## src/rtl/alu_mul_seq_if.sv

```systemverilog
// ALU opcode/type package and the initiator/ALU bus interface used by alu_mul_seq.
package alu_pkg;

    typedef logic [31:0] word_t;
    typedef logic [3:0]  opcode_t;

    localparam opcode_t ADD = 4'h0;
    localparam opcode_t SUB = 4'h1;
    localparam opcode_t AND = 4'h2;
    localparam opcode_t OR  = 4'h3;
    localparam opcode_t XOR = 4'h4;
    localparam opcode_t LSL = 4'h5;
    localparam opcode_t LSR = 4'h6;
    localparam opcode_t HLT = 4'hF;

endpackage

// Shared combinational ALU bus: the initiator drives the operation and
// operands, and the ALU returns the result and flags in the same cycle.
interface alu_mul_seq_if;

    alu_pkg::opcode_t opcode;
    alu_pkg::word_t   op1;
    alu_pkg::word_t   op2;
    alu_pkg::word_t   res;
    logic             flag_z;
    logic             flag_n;
    logic             flag_v;

    modport master (
        output opcode, op1, op2,
        input  res, flag_z, flag_n, flag_v
    );

    modport slave (
        input  opcode, op1, op2,
        output res, flag_z, flag_n, flag_v
    );

endinterface

```

## src/rtl/alu_mul_seq.sv

```systemverilog
// Sequential shift-and-add multiplier (low 32 bits of mcand * mplier) that
// borrows the shared ALU for every add and shift instead of owning a multiplier.
module alu_mul_seq
    import alu_pkg::*;
(
    input  logic          clk,
    input  logic          rst,
    input  logic          start,
    input  word_t         mcand,
    input  word_t         mplier,
    output logic          busy,
    output logic          done,
    output word_t         product,
    alu_mul_seq_if.master alu
);

    typedef enum logic [2:0] {
        S_IDLE,
        S_CHECK,
        S_ADD,
        S_SHL,
        S_SHR,
        S_DONE
    } state_t;

    state_t state;
    word_t  a;      // multiplicand, shifted left once per processed bit
    word_t  b;      // multiplier, shifted right once per processed bit
    word_t  acc;    // running partial product
    logic   bz;     // remaining multiplier is zero

    // Negative and overflow flags play no part in the algorithm.
    logic unused_flags;
    assign unused_flags = alu.flag_n ^ alu.flag_v;

    assign product = acc;

    // Control FSM: sequences CHECK -> [ADD] -> SHL -> SHR per multiplier bit and
    // stops once the ALU reports the shifted multiplier has become zero.
    always_ff @(posedge clk or posedge rst) begin
        if (rst) begin
            state <= S_IDLE;
            a     <= '0;
            b     <= '0;
            acc   <= '0;
            bz    <= 1'b1;
            busy  <= 1'b0;
            done  <= 1'b0;
        end else begin
            done <= 1'b0;
            case (state)
                S_IDLE: begin
                    if (start) begin
                        a     <= mcand;
                        b     <= mplier;
                        acc   <= '0;
                        // Only local zero test; later ones come from the ALU flag.
                        bz    <= (mplier == '0);
                        busy  <= 1'b1;
                        state <= S_CHECK;
                    end
                end
                S_CHECK: begin
                    if (bz) begin
                        done  <= 1'b1;
                        state <= S_DONE;
                    end else if (b[0]) begin
                        state <= S_ADD;
                    end else begin
                        state <= S_SHL;
                    end
                end
                S_ADD: begin
                    acc   <= alu.res;
                    state <= S_SHL;
                end
                S_SHL: begin
                    a     <= alu.res;
                    state <= S_SHR;
                end
                S_SHR: begin
                    b     <= alu.res;
                    bz    <= alu.flag_z;
                    state <= S_CHECK;
                end
                S_DONE: begin
                    busy  <= 1'b0;
                    state <= S_IDLE;
                end
                default: begin
                    busy  <= 1'b0;
                    state <= S_IDLE;
                end
            endcase
        end
    end

    // ALU drive decode: idle states present a harmless ADD 0+0.
    always_comb begin
        alu.opcode = ADD;
        alu.op1    = '0;
        alu.op2    = '0;
        case (state)
            S_ADD: begin
                alu.opcode = ADD;
                alu.op1    = acc;
                alu.op2    = a;
            end
            S_SHL: begin
                alu.opcode = LSL;
                alu.op1    = a;
                alu.op2    = 32'd1;
            end
            S_SHR: begin
                alu.opcode = LSR;
                alu.op1    = b;
                alu.op2    = 32'd1;
            end
            default: begin
                alu.opcode = ADD;
                alu.op1    = '0;
                alu.op2    = '0;
            end
        endcase
    end

endmodule

```

## src/flat_wrapper.sv

```systemverilog
// flat-port wrapper written by rule: the top's interface ports become plain ports
module alu_mul_seq_flat import alu_pkg::*;
  (clk, rst, start, mcand, mplier, busy, done, product, alu_opcode, alu_op1, alu_op2, alu_res, alu_flag_z, alu_flag_n, alu_flag_v);
  alu_mul_seq_if alu_i ();
  input  logic clk;
  input  logic rst;
  input  logic start;
  input  word_t mcand;
  input  word_t mplier;
  output logic busy;
  output logic done;
  output word_t product;
  output wire logic [$bits(alu_i.opcode)-1:0] alu_opcode;
  output wire logic [$bits(alu_i.op1)-1:0] alu_op1;
  output wire logic [$bits(alu_i.op2)-1:0] alu_op2;
  input wire logic [$bits(alu_i.res)-1:0] alu_res;
  input wire logic [$bits(alu_i.flag_z)-1:0] alu_flag_z;
  input wire logic [$bits(alu_i.flag_n)-1:0] alu_flag_n;
  input wire logic [$bits(alu_i.flag_v)-1:0] alu_flag_v;
  assign alu_opcode = alu_i.opcode;
  assign alu_op1 = alu_i.op1;
  assign alu_op2 = alu_i.op2;
  assign alu_i.res = alu_res;
  assign alu_i.flag_z = alu_flag_z;
  assign alu_i.flag_n = alu_flag_n;
  assign alu_i.flag_v = alu_flag_v;
  alu_mul_seq u_core (.clk(clk), .rst(rst), .start(start), .mcand(mcand), .mplier(mplier), .busy(busy), .done(done), .product(product), .alu(alu_i));
endmodule
```

## config.mk

```make
export PLATFORM = sky130hd
export DESIGN_NAME = alu_mul_seq_flat
export DESIGN_NICKNAME = d
export VERILOG_FILES = /design/src/rtl/alu_mul_seq_if.sv /design/src/rtl/alu_mul_seq.sv /design/src/flat_wrapper.sv
export SDC_FILE = /design/constraint.sdc
export NUM_CORES = 1
export LEC_CHECK = 0
export CAP_MARGIN = 25
export CELL_PAD_IN_SITES_DETAIL_PLACEMENT = 1
export CELL_PAD_IN_SITES_GLOBAL_PLACEMENT = 1
export CORE_UTILIZATION = 35
export DETAILED_ROUTE_END_ITERATION = 7
export MAX_ROUTING_LAYER = met4
export PLACE_DENSITY = 0.89
export SYNTH_ARGS = -nofsm -noshare
export SYNTH_HDL_FRONTEND = slang
export SYNTH_SLANG_ARGS = --single-unit
```

## constraint.sdc

```tcl
create_clock -name clk -period 7.5 [get_ports clk]
set_input_delay 1.5 -clock clk [delete_from_list [all_inputs] [get_ports clk]]
set_output_delay 1.5 -clock clk [all_outputs]
set_load 0.03 [all_outputs]
```

### Word level (Yosys, flattened, before mapping)

Index checks and enable logic that the tools add are counted.

* flip-flop bits (word level): 102
* bits of input ports: 102
* output and inout port bits: 102
* logic and storage cells: 43

* equal/unequal tests: 5
* mux-type cells: 19
* bitwise gates (word level): 1
* reduce and logical (&&, ||, !) cells: 11

Operators by type and width (count)
* $pmux 32 s2: 4
* $mux 32: 3
* $pmux 32 s3: 1
* $logic_not 32->1: 1
* $pmux 3 s5: 1
* $reduce_and 2->1: 4
* $eq 3x2->1 const B: 2
* $mux 3: 2
* $pmux 3 s2: 1
* $reduce_bool 2->1: 3
* $mux 1: 5
* $pmux 1 s2: 2
* $reduce_or 4->1: 1
* $eq 3x1->1 const B: 1
* $eq 3x3->1 const B: 1
* $logic_not 3->1: 1
* $ne 2x2->1 const B: 1
* $reduce_or 2->1: 1
* $not 1->1: 1

### Depth between registers and ports, before layout

Gate-level depths: netlist of run 1.

* word-level depth: 4
* mapped depth: 9
* depth with buffers taken out: 5

### Worst setup path before layout of run 1

No wires, ideal clock.

* path kind: register to output
* from: register u_core.state[2]
* to: output alu_op1[0]
* arrival: 1.861 ns
* data required time: 6.000 ns
* path slack: 4.139 ns
* stages on the path, launching flop included: 7
* path buffers: 3
* cell sequence: dfrtp_1 buf_2 nor2b_1 clkbuf_1 clkbuf_1 a22oi_1 o21ai_0

* cells in the longest elaborated chain, start to end: 2
* elaborated cells on any way between the ends: 4
* classes of those cells: eq/ne: 3; mux: 1

Ends and longest elaborated chain
* start, declared: RTL line alu_mul_seq.sv:26 `state_t state;`
* start signal, assigned: RTL line alu_mul_seq.sv:42 `state <= S_IDLE;`
* start signal, assigned: RTL line alu_mul_seq.sv:60 `state <= S_CHECK;`
* start signal, assigned: RTL line alu_mul_seq.sv:66 `state <= S_DONE;`
* $eq 3x3->1 / $eq 3x2->1 (equally long branches): RTL line alu_mul_seq.sv:103 `case (state)`
* $pmux 32 s3 (*): RTL line alu_mul_seq.sv:103
* end, declared: RTL line flat_wrapper.sv:14 `output wire logic [$bits(alu_i.op1)-1:0] alu_op1;`

Mark *: on every way between the ends. The rest lies on a longest branch, timed or not.

### Final worst setup path of run 1

* from: register u_core.state[0]
* to: output alu_op2[20]

* cells in the longest elaborated chain, start to end: 3
* elaborated cells on any way between the ends: 5
* classes of those cells: eq/ne: 3; mux: 1; reduce/logical: 1

Ends and longest elaborated chain
* $eq 3x2->1 / $eq 3x3->1 (equally long branches): RTL line alu_mul_seq.sv:103
* $reduce_or 2->1 (no source line)
* $pmux 32 s2 (*): RTL line alu_mul_seq.sv:103
* end, declared: RTL line flat_wrapper.sv:15 `output wire logic [$bits(alu_i.op2)-1:0] alu_op2;`

Marked as above.

==> results of run 1 <==
[worst max-delay path: stages, from the launching register on]
cell	delay, ps
dfrtp_1	640
buf_4	370
nand2b_1	250
nor2_4	630
buf_4	500
and2_1	220
clkdlybuf4s50_1	680
[cells in the mapped netlist]
cell type | number | area (µm²)
a21o_1 | 1 | 7.510
a21oi_1 | 2 | 10.01
a221o_1 | 1 | 10.01
a22o_1 | 32 | 280.3
a22oi_1 | 32 | 240.2
and2_1 | 31 | 193.9
and3b_1 | 1 | 8.760
buf_1 | 1 | 3.750
buf_2 | 13 | 65.06
buf_4 | 5 | 37.54
clkbuf_1 | 28 | 105.1
conb_1 | 1 | 3.750
dfrtp_1 | 101 | 2527
dfstp_2 | 1 | 26.28
inv_1 | 4 | 15.01
inv_2 | 1 | 3.750
mux2i_1 | 63 | 630.6
nand2_1 | 102 | 382.9
nand2b_1 | 2 | 12.51
nand3_1 | 1 | 5.000
nand4_1 | 1 | 6.260
nor2_1 | 4 | 15.01
nor2_2 | 1 | 6.260
nor2b_1 | 4 | 25.02
nor3_1 | 1 | 5.000
nor4_1 | 8 | 50.05
nor4b_4 | 1 | 23.77
o21ai_0 | 72 | 360.4
o21ai_1 | 28 | 140.1
or2_2 | 1 | 6.260
[flip-flops by register name, summed over array words and instances, names as in the netlist]
name,flops
u_core.done,1
u_core.b,32
u_core.product,32
u_core.state,3
u_core.busy,1
u_core.bz,1
u_core.a,32
[stage by stage]
step,cell area [µm²],hold slack [ps]
3_5_place_dp,7311,511.6
6_report,7621,534.5
4_1_cts,7601,536.7
5_1_grt,7621,540.4
2_1_floorplan,5207,516.2
3_3_place_gp,7311,504.5
[logic make-up (layout without fill, tap and decap cells)]
family	after synthesis	count (layout)	synth area share, %
and+or+nand+nor	158	158	14.22
muxes	63	63	12.11
buffers and inverters	52	228	4.421
other	1	1	0.07201
DFF	102	102	49.04
AOI/OAI and AO/OA	168	168	20.13
[power breakdown]
| part | leakage (nW) | total, mW | internal, mW | switching, mW |
|---|---|---|---|---|
| registers | 1.26 | 1.03 | 0.815 | 0.217 |
| logic | 1.55 | 1.93 | 0.778 | 1.15 |
| clock network | 0.141 | 0.480 | 0.265 | 0.215 |
[area by class of cell]
class	count	area [µm²]
inverter	5	21.27
clock inverter	4	47.55
timing repair buffer	208	2074
multi-input combinational	390	2451
sequential	102	2554
clock buffer	11	242.7
fill	1632	6913
tap	184	230.2
[per-layer routing]
metal / part of all wire (%) / up-vias
met3: 6.8 / 31
met1: 42 / 2543
li1: - / 2267
met4: 2.2 / 0
met2: 49 / 178
met5: 0 / -
[worst paths after layout]
path | startpoint | to | slack, ps | cells after the start
worst max-delay path | u_core.state[0]$_DFFE_PP0P_ | alu_op2[20] | 2330 | 6
worst min-delay path | u_core.product[9]$_DFFE_PP0P_ | u_core.product[9]$_DFFE_PP0P_ | 530 | 1
worst max register to register | u_core.state[0]$_DFFE_PP0P_ | u_core.product[18]$_DFFE_PP0P_ | 4520 | 5
worst min register to register | u_core.product[9]$_DFFE_PP0P_ | u_core.product[9]$_DFFE_PP0P_ | 530 | 1
max in group asynchronous | rst | u_core.product[10]$_DFFE_PP0P_ | 4750 | 3
min in group asynchronous | rst | u_core.a[11]$_DFFE_PP0P_ | 1590 | 2
==> results_dict.tcl, run 1 <==
set metrics [dict create \
    status "completed" \
    setup_tns_ps 0 \
    final_common_cell "clkdlybuf4s50_1" \
    drt_iter0_drc 303 \
    final_nets 818 \
    rsz0062_at_grt "false" \
    dieWidth_um 124.0 \
    dr_total_vias 5019 \
    grt_busiest_layer "met2" \
    drt-total-wl_mm 18.85 \
    worstSkewPairLatency_ps 360 \
    maxCapViolCount 0 \
    dieArea_um2 15370 \
    cts_tree "yes" \
    ys_seq_area_share_pct 49.04 \
    clk_pin_slew_ps 70 \
    drive_above_1_share_pct 4.444 \
    fin_ws_ps 2328 \
    relSlewSlack_pct 33.50 \
    antenna_found_initial 0 \
    finalCritPeriodShare_pct 68.96 \
    startpoint_type "flip-flop" \
    postCtsSetupBuffers 0 \
    rows 44 \
    clockBufferDepth 2 \
    worstPathRequired_ps 6000 \
    overflow 0 \
    cp_max_fo 35 \
    cts_resized 0 \
    area_growth_pct 46.35 \
    gp_congestion 0.8279 \
    place_inst 888 \
    grt_pass1_wl_mm 28.58 \
    grtUsageTotal_pct 25.63 \
    fin_util_pct 52.44 \
    start_util_pct 35.83 \
    leakagePower_nw 2.954 \
    period_needed_ps 5172 \
    ys_types 30 \
    ioPinCount 204 \
    final_antenna_net_count 0 \
    synth_nets 646 \
    fin_skew_ps 7.240 \
    cts_buffers 9 \
    wl_per_cell_um 20.85 \
    finalHoldViolCount 0 \
    critical_path_class "flip-flop to output pin" \
    syn_avg_cell_area_um2 9.573 \
    detail_route.drc_violations 0 \
    cts-root-buf "clkbuf_16" \
    setup_viol 0 \
    p_per_area_nw_per_um2 451.4 \
    routed_via_density 5.552 \
    die_y_um 124.0 \
    syn_inst 544 \
    tightest_slew_ps 995.3 \
    fmax_mhz 193.3 \
    hold_buffers 0 \
    grt_pass1_vias 5305 \
    dp_hpwl_mm 12.66 \
    mostFrequentLayoutCells "clkdlybuf4s50_1 (200), nand2_1 (102), dfrtp_1 (101), o21ai_0 (72), mux2i_1 (63)" \
    p_total_mw 3.440 \
    gr-usage-met2_pct 42.40 \
    place_ws_ps 2147 \
    ir_drop_uv 190.4 \
    coreArea_um2 14530 \
    dr.pass1.iters 4 \
    antenna_cells 0 \
    met3_usage_pct 5.678 \
    port_buffers 200 \
    yosys_register_bits 102 \
    ys_warn_count 0 \
    worstPathArrival_ps 3670 \
    worstSetupEndpointType "output pin" \
    htreeDepth 3 \
    grt_max_degree 67 \
    stdcell_count 904 \
    synth.cell_area_um2 5207 \
    numClockSinks 102 \
    grtUsageMet1_pct 30.60 \
    worstHoldPathType "flip-flop to flip-flop" \
    slew_viol_final 0 \
]
Note: power is estimated with default switching activity, not from simulation.
==> inputs of run 2 (changes only) <==
CORE_UTILIZATION = 32   (was 35)
PLACE_DENSITY = 0.83   (was 0.89)
clock period = 5 ns   (was 7.5 ns; I/O delays follow)
==> run 2 against run 1 <==
Wire length rose by 1.6%. Sequential share of layout area fell by 0.36 points. Combinational power rose by 53%. Global-route usage fell by 1.3 points. Final area rose by 1.1%. Setup slack got worse by 1400 ps. Non-clock buffer count rose by 5. Sequential power rose by 48%. Clock power rose by 43%. Critical path type unchanged. Largest cell class unchanged.
==> results_dict.tcl, run 2 (synthesized netlist as in run 1, its figures left out) <==
set metrics [dict create \
    setup_tns_ps 0 \
    cts_buffers 9 \
    period_needed_ps 4091 \
    cp_max_fo 32 \
    cts-root-buf "clkbuf_16" \
    clk_pin_slew_ps 60 \
    grtUsageTotal_pct 24.35 \
    grt_pass1_vias 5522 \
    dr_total_vias 4969 \
    overflow 0 \
    critical_path_class "flip-flop to output pin" \
    cp_num_buf_inv 1 \
    p_per_area_nw_per_um2 670.7 \
    gp_congestion 0.8358 \
    path_cells "nor2b_4 -> a22oi_1 -> o21ai_0 -> clkdlybuf4s50_1" \
    drt-total-wl_mm 19.16 \
    routed_via_density 5.286 \
    grt_pass1_wl_mm 30.06 \
    fin_skew_ps 8.915 \
    r2r-end "u_core.b[3]$_DFFE_PP0P_" \
    dieArea_um2 16790 \
    rsz0062_at_grt "false" \
    ioPinCount 204 \
    wl_per_cell_um 20.38 \
    worstSetupEndpointType "output pin" \
    cpPeakStageDelay_ps 880 \
    worstPathArrival_ps 3090 \
    cp_slowest_cell "nor2b_4" \
    holdPathStages 1 \
    htreeDepth 3 \
    fillers 1819 \
    rr_worst_depth 5 \
    slew_viol_final 0 \
    stdcell_count 940 \
    final_common_cell "clkdlybuf4s50_1" \
    worstPathRequired_ps 4000 \
    rrSetupSlack_ps 2390 \
    antenna_cells 0 \
    multi_input_area_um2 2451 \
    area_growth_pct 47.96 \
    min_from "u_core.product[16]$_DFFE_PP0P_" \
    numClockSinks 102 \
    clockBufferDepth 2 \
    startpoint_type "flip-flop" \
    port_buffers 200 \
    rows 46 \
    start_util_pct 32.78 \
    tightest_slew_ps 985.1 \
    hold_slack_ps 531.2 \
    final_nets 823 \
    mostFrequentLayoutCells "clkdlybuf4s50_1 (200), nand2_1 (102), dfrtp_1 (101), o21ai_0 (72), mux2i_1 (63)" \
    grt_max_degree 67 \
    detail_route.drc_violations 0 \
    status "completed" \
    maxCapViolCount 0 \
    finalHoldViolCount 0 \
    crit_family "simple AND/OR/NAND/NOR gates" \
    setup_viol 0 \
    worstHoldEndpoint "u_core.product[16]$_DFFE_PP0P_" \
    dr.pass1.iters 4 \
    ir_drop_uv 275.7 \
    cts_resized 0 \
    final_antenna_net_count 0 \
    leakagePower_nw 2.977 \
    seqCellArea_um2 2554 \
    die_y_um 129.6 \
    place_inst 925 \
    drt_iter0_drc 217 \
    worstSkewPairLatency_ps 350 \
    relSlewSlack_pct 34.05 \
    worstHoldPathType "flip-flop to flip-flop" \
    drive_above_1_share_pct 4.696 \
    finalCritPeriodShare_pct 81.81 \
    coreArea_um2 15890 \
    dp_hpwl_mm 13.21 \
    p_total_mw 5.168 \
    antenna_found_initial 0 \
    hold_buffers 0 \
    rr_startpoint "u_core.state[0]$_DFFE_PP0P_" \
    fmax_mhz 244.5 \
    postCtsSetupBuffers 0 \
    cts_tree "yes" \
    dieWidth_um 129.6 \
]
## run 2: changes by cell type in the layout (fill, tap and decap cells not counted)
cell	previous run	this run
clkinv_2	2	1
buf_12	1	3
clkbuf_8	1	0
clkinvlp_4	1	0
clkbuf_1	1	3
buf_4	7	10
## run 2: through the flow
stage	worst slack (ps)	utilization [%]	area, µm²
after global routing	693.2	48.50	7705
after global placement	1312	46.67	7413
after floorplan	1326	-	5207
after detailed placement	1215	46.67	7413
final	909.3	48.50	7705
after CTS	842.8	48.38	7685
## run 2: how the worst max path moves through the flow
stage / to / slack [ps] / depth (start not counted) / startpoint
3_3_place_gp: alu_op2[31] / 1310 / 5 / u_core.state[1]$_DFFE_PP0P_
2_1_floorplan: u_core.a[0]$_DFFE_PP0P_ / 1330 / 1 / rst
4_1_cts: alu_op2[6] / 840 / 5 / u_core.state[1]$_DFFE_PP0P_
6_report: alu_op1[31] / 910 / 4 / u_core.state[2]$_DFFE_PP0P_
3_5_place_dp: alu_op2[6] / 1210 / 5 / u_core.state[1]$_DFFE_PP0P_
5_1_grt: alu_op1[21] / 690 / 7 / u_core.state[0]$_DFFE_PP0P_
## run 2: layout make-up
class                           instances  share of cell area [%]
Tap cell                              216                   3.508
Inverter                                5                  0.2761
Sequential cell                       102                   33.14
Timing Repair Buffer                  213                   27.74
Clock inverter                          2                  0.4547
Clock buffer                           12                   3.069
Multi-Input combinational cell        390                   31.81
## run 2: per-layer routing
metal  track usage, %  vias up  wire (µm)
met5                -        -          0
met4            8.071        0        335
met3            5.037       25       1238
met2            40.89      184       9630
met1            29.06     2494       7952
li1                 -     2266          -
## run 2: worst reg2reg max path: cells and delay by family (launching register included)
| kind | cells | cell delay [ps] |
|---|---|---|
| simple gates | 1 | 930 |
| buf+inv | 2 | 790 |
| flops | 1 | 380 |
| mux | 1 | 300 |
| compound gates | 1 | 80 |
## run 2: where the power goes
group | internal, mW | switching [mW]
clock network | 0.383 | 0.301
logic | 1.20 | 1.76
registers | 1.22 | 0.298
total | 2.80 | 2.36
==> inputs of run 3 (changes only) <==
clock period = 4 ns   (was 5 ns; I/O delays follow)
==> run 3 against run 2 <==
Cell count rose by 0.32%. Die area did not move. Clock skew fell by 3.4 ps. Sequential share of layout area rose by 0.25 points. Clock power rose by 25%. Final area fell by 0.76%. Critical path type unchanged. Critical endpoint is now alu_op2[8]. Largest cell class unchanged. Highest routed layer unchanged.
==> results_dict.tcl, run 3 (synthesized netlist as in run 1, its figures left out) <==
set metrics [dict create \
    start_util_pct 32.78 \
    setup_tns_ps 0 \
    numClockSinks 102 \
    slew_viol_final 0 \
    grt_busiest_layer "met2" \
    overflow 0 \
    detail_route.drc_violations 0 \
    area_growth_pct 46.83 \
    holdPathStages 1 \
    cp_num_buf_inv 2 \
    cp_slowest_cell "clkdlybuf4s50_1" \
    swShare_pct 46.25 \
    antenna_cells 0 \
    internal_power_mw 3.441 \
    status "completed" \
    relSlewSlack_pct 36.90 \
    dr_total_vias 4957 \
    fin_area_um2 7646 \
    worstSetupEndpointType "output pin" \
    clk_pin_slew_ps 70 \
    p_seq_share_pct 29.7 \
    dieWidth_um 129.6 \
    grt_pass1_wl_mm 30.26 \
    path_cells "nand2b_1 -> nor2_4 -> buf_4 -> and2_1 -> clkdlybuf4s50_1" \
    critical_path_class "flip-flop to output pin" \
    p_switching_mw 2.961 \
    met3_usage_pct 4.624 \
    ir_drop_uv 307.7 \
    period_needed_ps 3763 \
    postCtsSetupBuffers 0 \
    cts-root-buf "clkbuf_16" \
    tightest_slew_ps 944.2 \
    mostFrequentLayoutCells "clkdlybuf4s50_1 (167), nand2_1 (102), dfrtp_1 (101), o21ai_0 (72), mux2i_1 (63)" \
    cpPeakStageDelay_ps 700 \
    port_buffers 200 \
    cts_resized 0 \
    setup_viol 0 \
    maxCapViolCount 0 \
    worstHoldPathType "flip-flop to flip-flop" \
    drive_above_1_share_pct 9.904 \
    grt_pass1_vias 5410 \
    cts_tree "yes" \
    worstPathRequired_ps 3200 \
    leakagePower_nw 3.051 \
    rsz0062_at_grt "false" \
    ioPinCount 204 \
    rr_worst_depth 5 \
    grtUsageTotal_pct 24.55 \
    fmax_mhz 265.7 \
    drt-total-wl_mm 19.09 \
    dpl_cell_area_um2 7358 \
    p_per_area_nw_per_um2 837.2 \
    pwr-share-clk_pct 13.4 \
    cp_max_fo 29 \
    antenna_found_initial 0 \
    finalCritPeriodShare_pct 94.09 \
    routed_via_density 5.257 \
    rows 46 \
    dp_hpwl_mm 13.67 \
    finalHoldViolCount 0 \
    grtUsageMet1_pct 29.31 \
    dieArea_um2 16790 \
    cts_buffers 9 \
    crit_family "buffers and inverters" \
    final_antenna_net_count 0 \
    fin_util_pct 48.13 \
    dr.pass1.iters 4 \
    combPwrFrac_pct 56.9 \
    worstPathArrival_ps 2960 \
    hold_slack_ps 532.0 \
    final_common_cell "clkdlybuf4s50_1" \
    grt_max_degree 67 \
    p_total_mw 6.401 \
    coreArea_um2 15890 \
    die_y_um 129.6 \
    fin_skew_ps 5.486 \
    worstSkewPairLatency_ps 350 \
    worst-path-stages 5 \
    hold_buffers 0 \
    startpoint_type "flip-flop" \
    htreeDepth 3 \
    gp_congestion 0.7893 \
    clockBufferDepth 2 \
    gr-usage-met2_pct 41.40 \
    wl_per_cell_um 20.24 \
    final_nets 824 \
    drt_iter0_drc 236 \
]
run 3: cell count changes in the layout (fill, tap and decap cells not counted), sizes merged:
cell / delta
buf: +34
bufinv: -1
clkbuf: +1
clkdlybuf4s50: -33
clkinv: +1
clkinvlp: +1
run 3: final timing paths:
| path | start | end | slack [ps] |
|---|---|---|---|
| max in group asynchronous | rst | u_core.a[25]$_DFFE_PP0P_ | 2160 |
| max reg2reg | u_core.state[0]$_DFFE_PP0P_ | u_core.bz$_DFFE_PP1P_ | 1650 |
| min in group asynchronous | rst | u_core.a[12]$_DFFE_PP0P_ | 970 |
| min | u_core.product[12]$_DFFE_PP0P_ | u_core.product[12]$_DFFE_PP0P_ | 530 |
| min reg2reg | u_core.product[12]$_DFFE_PP0P_ | u_core.product[12]$_DFFE_PP0P_ | 530 |
| max | u_core.state[1]$_DFFE_PP0P_ | alu_op2[8] | 240 |
run 3: through the flow:
stage	worst slack [ps]	instances
detailed placement	595.4	927
global placement	757.4	927
floorplan	526.2	544
global route	88.71	943
finish	236.5	943
CTS	198.3	943
run 3: area by class of cell:
class	count	area [µm²]
fillers	1814	8239
clock buffers	13	270.3
well taps	216	270.3
flip-flops and latches	102	2554
clock inverters	3	17.52
multi-input cells	390	2451
inverters	5	21.27
repair buffers	214	2062
run 3: power groups by stage:
| stage | Clock [mW] | Sequential, mW | Combinational [mW] |
|---|---|---|---|
| after global placement | 0 | 1.86 | 3.54 |
| after global routing | 0.914 | 1.96 | 3.93 |
| after CTS | 0.882 | 1.89 | 3.69 |
| final | 0.859 | 1.90 | 3.64 |
| after floorplan | 0 | 2.04 | 2.05 |
| after detailed placement | 0 | 1.90 | 3.67 |
run 3: layer usage:
metal / part of all wire (%) / vias to the layer above
met1: 42 / 2486
met2: 50 / 162
met3: 5.5 / 29
li1: - / 2280
met5: 0 / -
met4: 2.1 / 0
==> patch 1: new RTL, config.mk and constraints of run 1 <==
The 6 states of `state_t` get a Gray code encoding in 3 bits.
--- a/src/rtl/alu_mul_seq.sv
+++ b/src/rtl/alu_mul_seq.sv
@@ -15,12 +15,12 @@
 );
 
     typedef enum logic [2:0] {
-        S_IDLE,
-        S_CHECK,
-        S_ADD,
-        S_SHL,
-        S_SHR,
-        S_DONE
+        S_IDLE  = 3'b000,
+        S_CHECK = 3'b001,
+        S_ADD   = 3'b011,
+        S_SHL   = 3'b010,
+        S_SHR   = 3'b110,
+        S_DONE  = 3'b111
     } state_t;
 
     state_t state;
Formal check against the unedited RTL: same outputs for any inputs over 10 cycles, from zero or initial values and one cycle with rst high; not proved beyond that.
==> patch 1 against run 1 <==
Largest cell class is now multi-input combinational cells; count of clock-buffer cells in the layout up 3; worst setup slack better by 0.38 ns; sequential cell count unchanged; global-route usage down 0.86 points; via count up 2.5%; wire length up 2.1%; utilization down 0.75 points; cell area up 3.5%; synthesized area up 5.5%; power up 4.2%.
==> patch 1: results (changes against run 1) <==
STA
  • Max Slew Vio Count: 0 (unchanged)
  • Setup Skew: 0.00634 ns (-0.000900 ns)
  • Relative slew slack: 29.2% (-4.3 points)

Logic synthesis
  • YS warnings: 0 (unchanged)
  • Synth Flop Type: dfrtp_1
  • Top cell types by occurrence after synthesis: dfrtp_1, mux2i_1, nand2_1
  • Sequential share of the synthesized area: 46.5% (-2.6 points)
  • Top cells by area, synth: dfrtp_1, mux2i_1, and2_1
  • Mapped Nets: 673 (+4.2%)
  • Yosys cell types: 28 (-6.7%)

Placement
  • Buffers on Ports: 200 (unchanged)
  • Final HPWL DP: 12,900 um (+1.7%)
  • Area post-placement: 7620 sq um (+4.3%)
  • Final GP Congestion: 0.785 (-5.2%)

Detailed routing
  • WL met2: 9940 um (+7.9%)
  • M1 wire length: 8170 um (+2.9%)
  • Starting DRC count in detailed routing: 234 (-23%)
  • Top Layer Used: met4
  • Final WL: 19,200 um (+2.1%)
  • Routed wl met3: 827 um (-35%)
  • Via density: 5.36 (-3.4%)

Global route
  • Met2 GRT Util: 44.2% (+1.8 points)
  • First-pass GRT wire length: 30,000 um (+4.8%)
  • M3 GR Usage: 3.77% (-1.9 points)
  • Gr usage total: 24.8% (-0.86 points)
  • Pin count of the biggest net entering global routing: 66 (-1.5%)
  • GR Util met1: 28.5% (-2.1 points)
  • Initial antenna violation count: 0 (unchanged)
  • Vias in the first global route: 5,522 (+4.1%)

Min path
  • Worst hold path class: flip-flop to flip-flop
  • Worst hold path depth: 1 (unchanged)

Clocking
  • Setup Buffers After CTS: 0 (unchanged)
  • Total CTS buffers: 9 (unchanged)
  • Worst skew pair latency: between 0.3 and 0.4 ns
  • Clock H-tree levels: 3 (unchanged)
  • Clock Path Buffers: 2 (unchanged)
  • Root Buffer: clkbuf_16

Finish
  • # fillers: 1,708 (+4.7%)
  • Nets: 845 (+3.3%)
  • Layout cell share with drive strength beyond 1: 4.28% (-0.17 points)

Setup path
  • Max incr delay on CP: 0.84 ns (+0.16 ns)
  • Largest delay share family, worst path: simple AND/OR/NAND/NOR gates
  • Crit-path max FO: 32 (-8.6%)
  • R2R depth: 5 (unchanged)
  • Crit path DAT: 3.30 ns (-0.37 ns)
  • Crit-path slowest cell: nor2b_4

Status
  • Status: complete, no violations

Pwr
  • Worst VDD drop: 0.000203 V (+6.4%)
  • P_leak: 3.15 nW (+6.7%)
-- patch 1: worst paths after layout --
check                                              start                        endpoint  slack (ns)
setup / recovery             u_core.state[2]$_DFFE_PP0P_                      alu_op1[1]        2.70
hold reg to reg            u_core.product[4]$_DFFE_PP0P_   u_core.product[4]$_DFFE_PP0P_        0.53
hold / removal             u_core.product[4]$_DFFE_PP0P_   u_core.product[4]$_DFFE_PP0P_        0.53
min in group asynchronous                            rst        u_core.b[23]$_DFFE_PP0P_        1.55
setup reg to reg             u_core.state[0]$_DFFE_PP0P_  u_core.product[31]$_DFFE_PP0P_        4.75
max in group asynchronous                            rst     u_core.state[2]$_DFFE_PP0P_        4.66
-- patch 1: layout make-up --
type                    count  area share (%)
clock inverters             2           0.127
inverters                   2           0.127
multi-input cells         419            34.5
flip-flops and latches    102            32.4
well taps                 211            3.35
repair buffers            209            26.2
clock buffers              14            3.22
-- patch 1: power breakdown --
| part | switching (mW) | total [mW] | internal, mW | leakage [nW] |
|---|---|---|---|---|
| Clock | 0.203 | 0.438 | 0.234 | 0.131 |
| Combinational | 1.24 | 2.11 | 0.875 | 1.78 |
| Sequential | 0.205 | 1.03 | 0.829 | 1.24 |
| Total | 1.65 | 3.58 | 1.94 | 3.15 |
-- patch 1: per-stage QoR --
step                      power, mW  cells  utilization (%)  setup slack [ns]
after floorplan                2.33    571                -              3.33
after global routing           3.78    959             51.7              2.56
after global placement         3.05    943             50.0              3.16
final                          3.58    959             51.7              2.70
after CTS                      3.61    959             51.7              2.68
after detailed placement       3.15    943             50.0              3.06
-- patch 1: cells by family after synthesis --
| family | synth area share, % |
|---|---|
| and+or+nand+nor | 17.0 |
| DFF | 46.5 |
| muxes | 17.5 |
| buffers and inverters | 4.58 |
| AOI/OAI and AO/OA | 14.4 |
| other | 0.0682 |
==> patch 2: new RTL, config.mk and constraints of run 1 <==
Without the edit above. Register the inputs `start`, `mcand` and `mplier` before use. The logic sees them one clock later. The other inputs are not delayed to match.
--- a/src/rtl/alu_mul_seq.sv
+++ b/src/rtl/alu_mul_seq.sv
@@ -22,6 +22,16 @@
         S_SHR,
         S_DONE
     } state_t;
+
+    logic start_q;
+    word_t mcand_q;
+    word_t mplier_q;
+
+    always_ff @(posedge clk) begin
+        start_q  <= start;
+        mcand_q  <= mcand;
+        mplier_q <= mplier;
+    end
 
     state_t state;
     word_t  a;      // multiplicand, shifted left once per processed bit
@@ -50,12 +60,12 @@
             done <= 1'b0;
             case (state)
                 S_IDLE: begin
-                    if (start) begin
-                        a     <= mcand;
-                        b     <= mplier;
+                    if (start_q) begin
+                        a     <= mcand_q;
+                        b     <= mplier_q;
                         acc   <= '0;
                         // Only local zero test; later ones come from the ALU flag.
-                        bz    <= (mplier == '0);
+                        bz    <= (mplier_q == '0);
                         busy  <= 1'b1;
                         state <= S_CHECK;
                     end
Function: changed (a bounded check fails within 4 cycles, from zero or initial values and one cycle with rst high).
==> patch 2 against run 1 <==
Largest power group unchanged; sequential power grew 35%; critical endpoint is now alu_op2[16]; largest cell class unchanged; sequential cell count grew 65; synthesized area grew 25%; the run now ends with DRC left; highest routed layer unchanged; wire length grew 7.5%; register-to-register slack gained 0.04 ns; critical path depth shrank 1; first-iteration DRC count is the same; cell area grew 22%; power grew 25%; worst setup slack gained 0.43 ns.
==> patch 2: results (changes against run 1) <==
Setup path
  • Slack of the worst reg-to-reg path: 4.56 ns (+0.04 ns)
  • CP Launch Point: u_core.state[1]$_DFFE_PP0P_
  • Worst r2r dst: u_core.bz$_DFFE_PP1P_
  • Crit-path max FO: 34 (-2.9%)
  • Crit-path slowest cell: nor2_4

STA
  • WHS: 0.512 ns (-0.0227 ns)
  • Setup Skew: 0.00964 ns (+0.00239 ns)

Logic synthesis
  • Top cell types by occurrence after synthesis: dfrtp_1, nand2_1, o21ai_1
  • Mean post-synth cell area: 10.7 sq um (+12%)
  • Yosys cell types: 28 (-6.7%)

Pwr
  • Pwr Density: 465 nW/um^2 (+3.0%)
  • Gate power share: 47.8% (-8.2 points)

Min path
  • Hold path endpoint: u_core.a[5]$_DFFE_PP0P_

Detailed routing
  • DRC viols: 22 (+22)
  • Pre-antenna DRT Iters: 7 (+3)

Global route
  • GR Util met1: 27.5% (-3.1 points)
  • First-pass GRT wire length: 32,400 um (+13%)
  • M3 GR Usage: 5.37% (-0.31 points)
  • Met2 GRT Util: 38.0% (-4.4 points)

Placement
  • Area post-placement: 8670 sq um (+19%)
  • Final GP Congestion: 0.758 (-8.4%)

Status
  • Violated checks: DRC
  • Status: finished with violations

Clocking
  • Clock H-tree levels: 4 (+1)
  • Worst skew pair latency: 0.42 ns (+0.06 ns)

Finish
  • Layout cell share with drive strength beyond 1: 5.63% (+1.2 points)
patch 2: per-layer routing:
| layer | wire length (um) | vias up |
|---|---|---|
| li1 | - | 2484 |
| met1 | 8690 | 2669 |
| met2 | 10300 | 168 |
| met3 | 1050 | 16 |
| met5 | 0 | - |
| met4 | 180 | 0 |
patch 2: kinds of logic after synthesis:
kind of cell           count (synthesis)  synth area share (%)
flip-flops                           167                  59.1
other                                  1                0.0575
buffers and inverters                 52                  3.65
multiplexers                          63                  9.67
AND/OR/NAND/NOR                      157                  11.4
AO/OA/AOI/OAI                        168                  16.1
patch 2: worst max-delay path: cells and delay by family, from the launching register on:
kind	cells	cell delay, ns
buf+inv	2	1.21
simple gates	3	1.08
flops	1	0.52
patch 2: area by class of cell:
type / instances / area (sq um)
repair buffers: 209 / 2090
fillers: 1973 / 8800
well taps: 229 / 287
flip-flops and latches: 167 / 3860
clock buffers: 25 / 475
multi-input cells: 389 / 2460
inverters: 3 / 13.8
clock inverters: 7 / 96.3
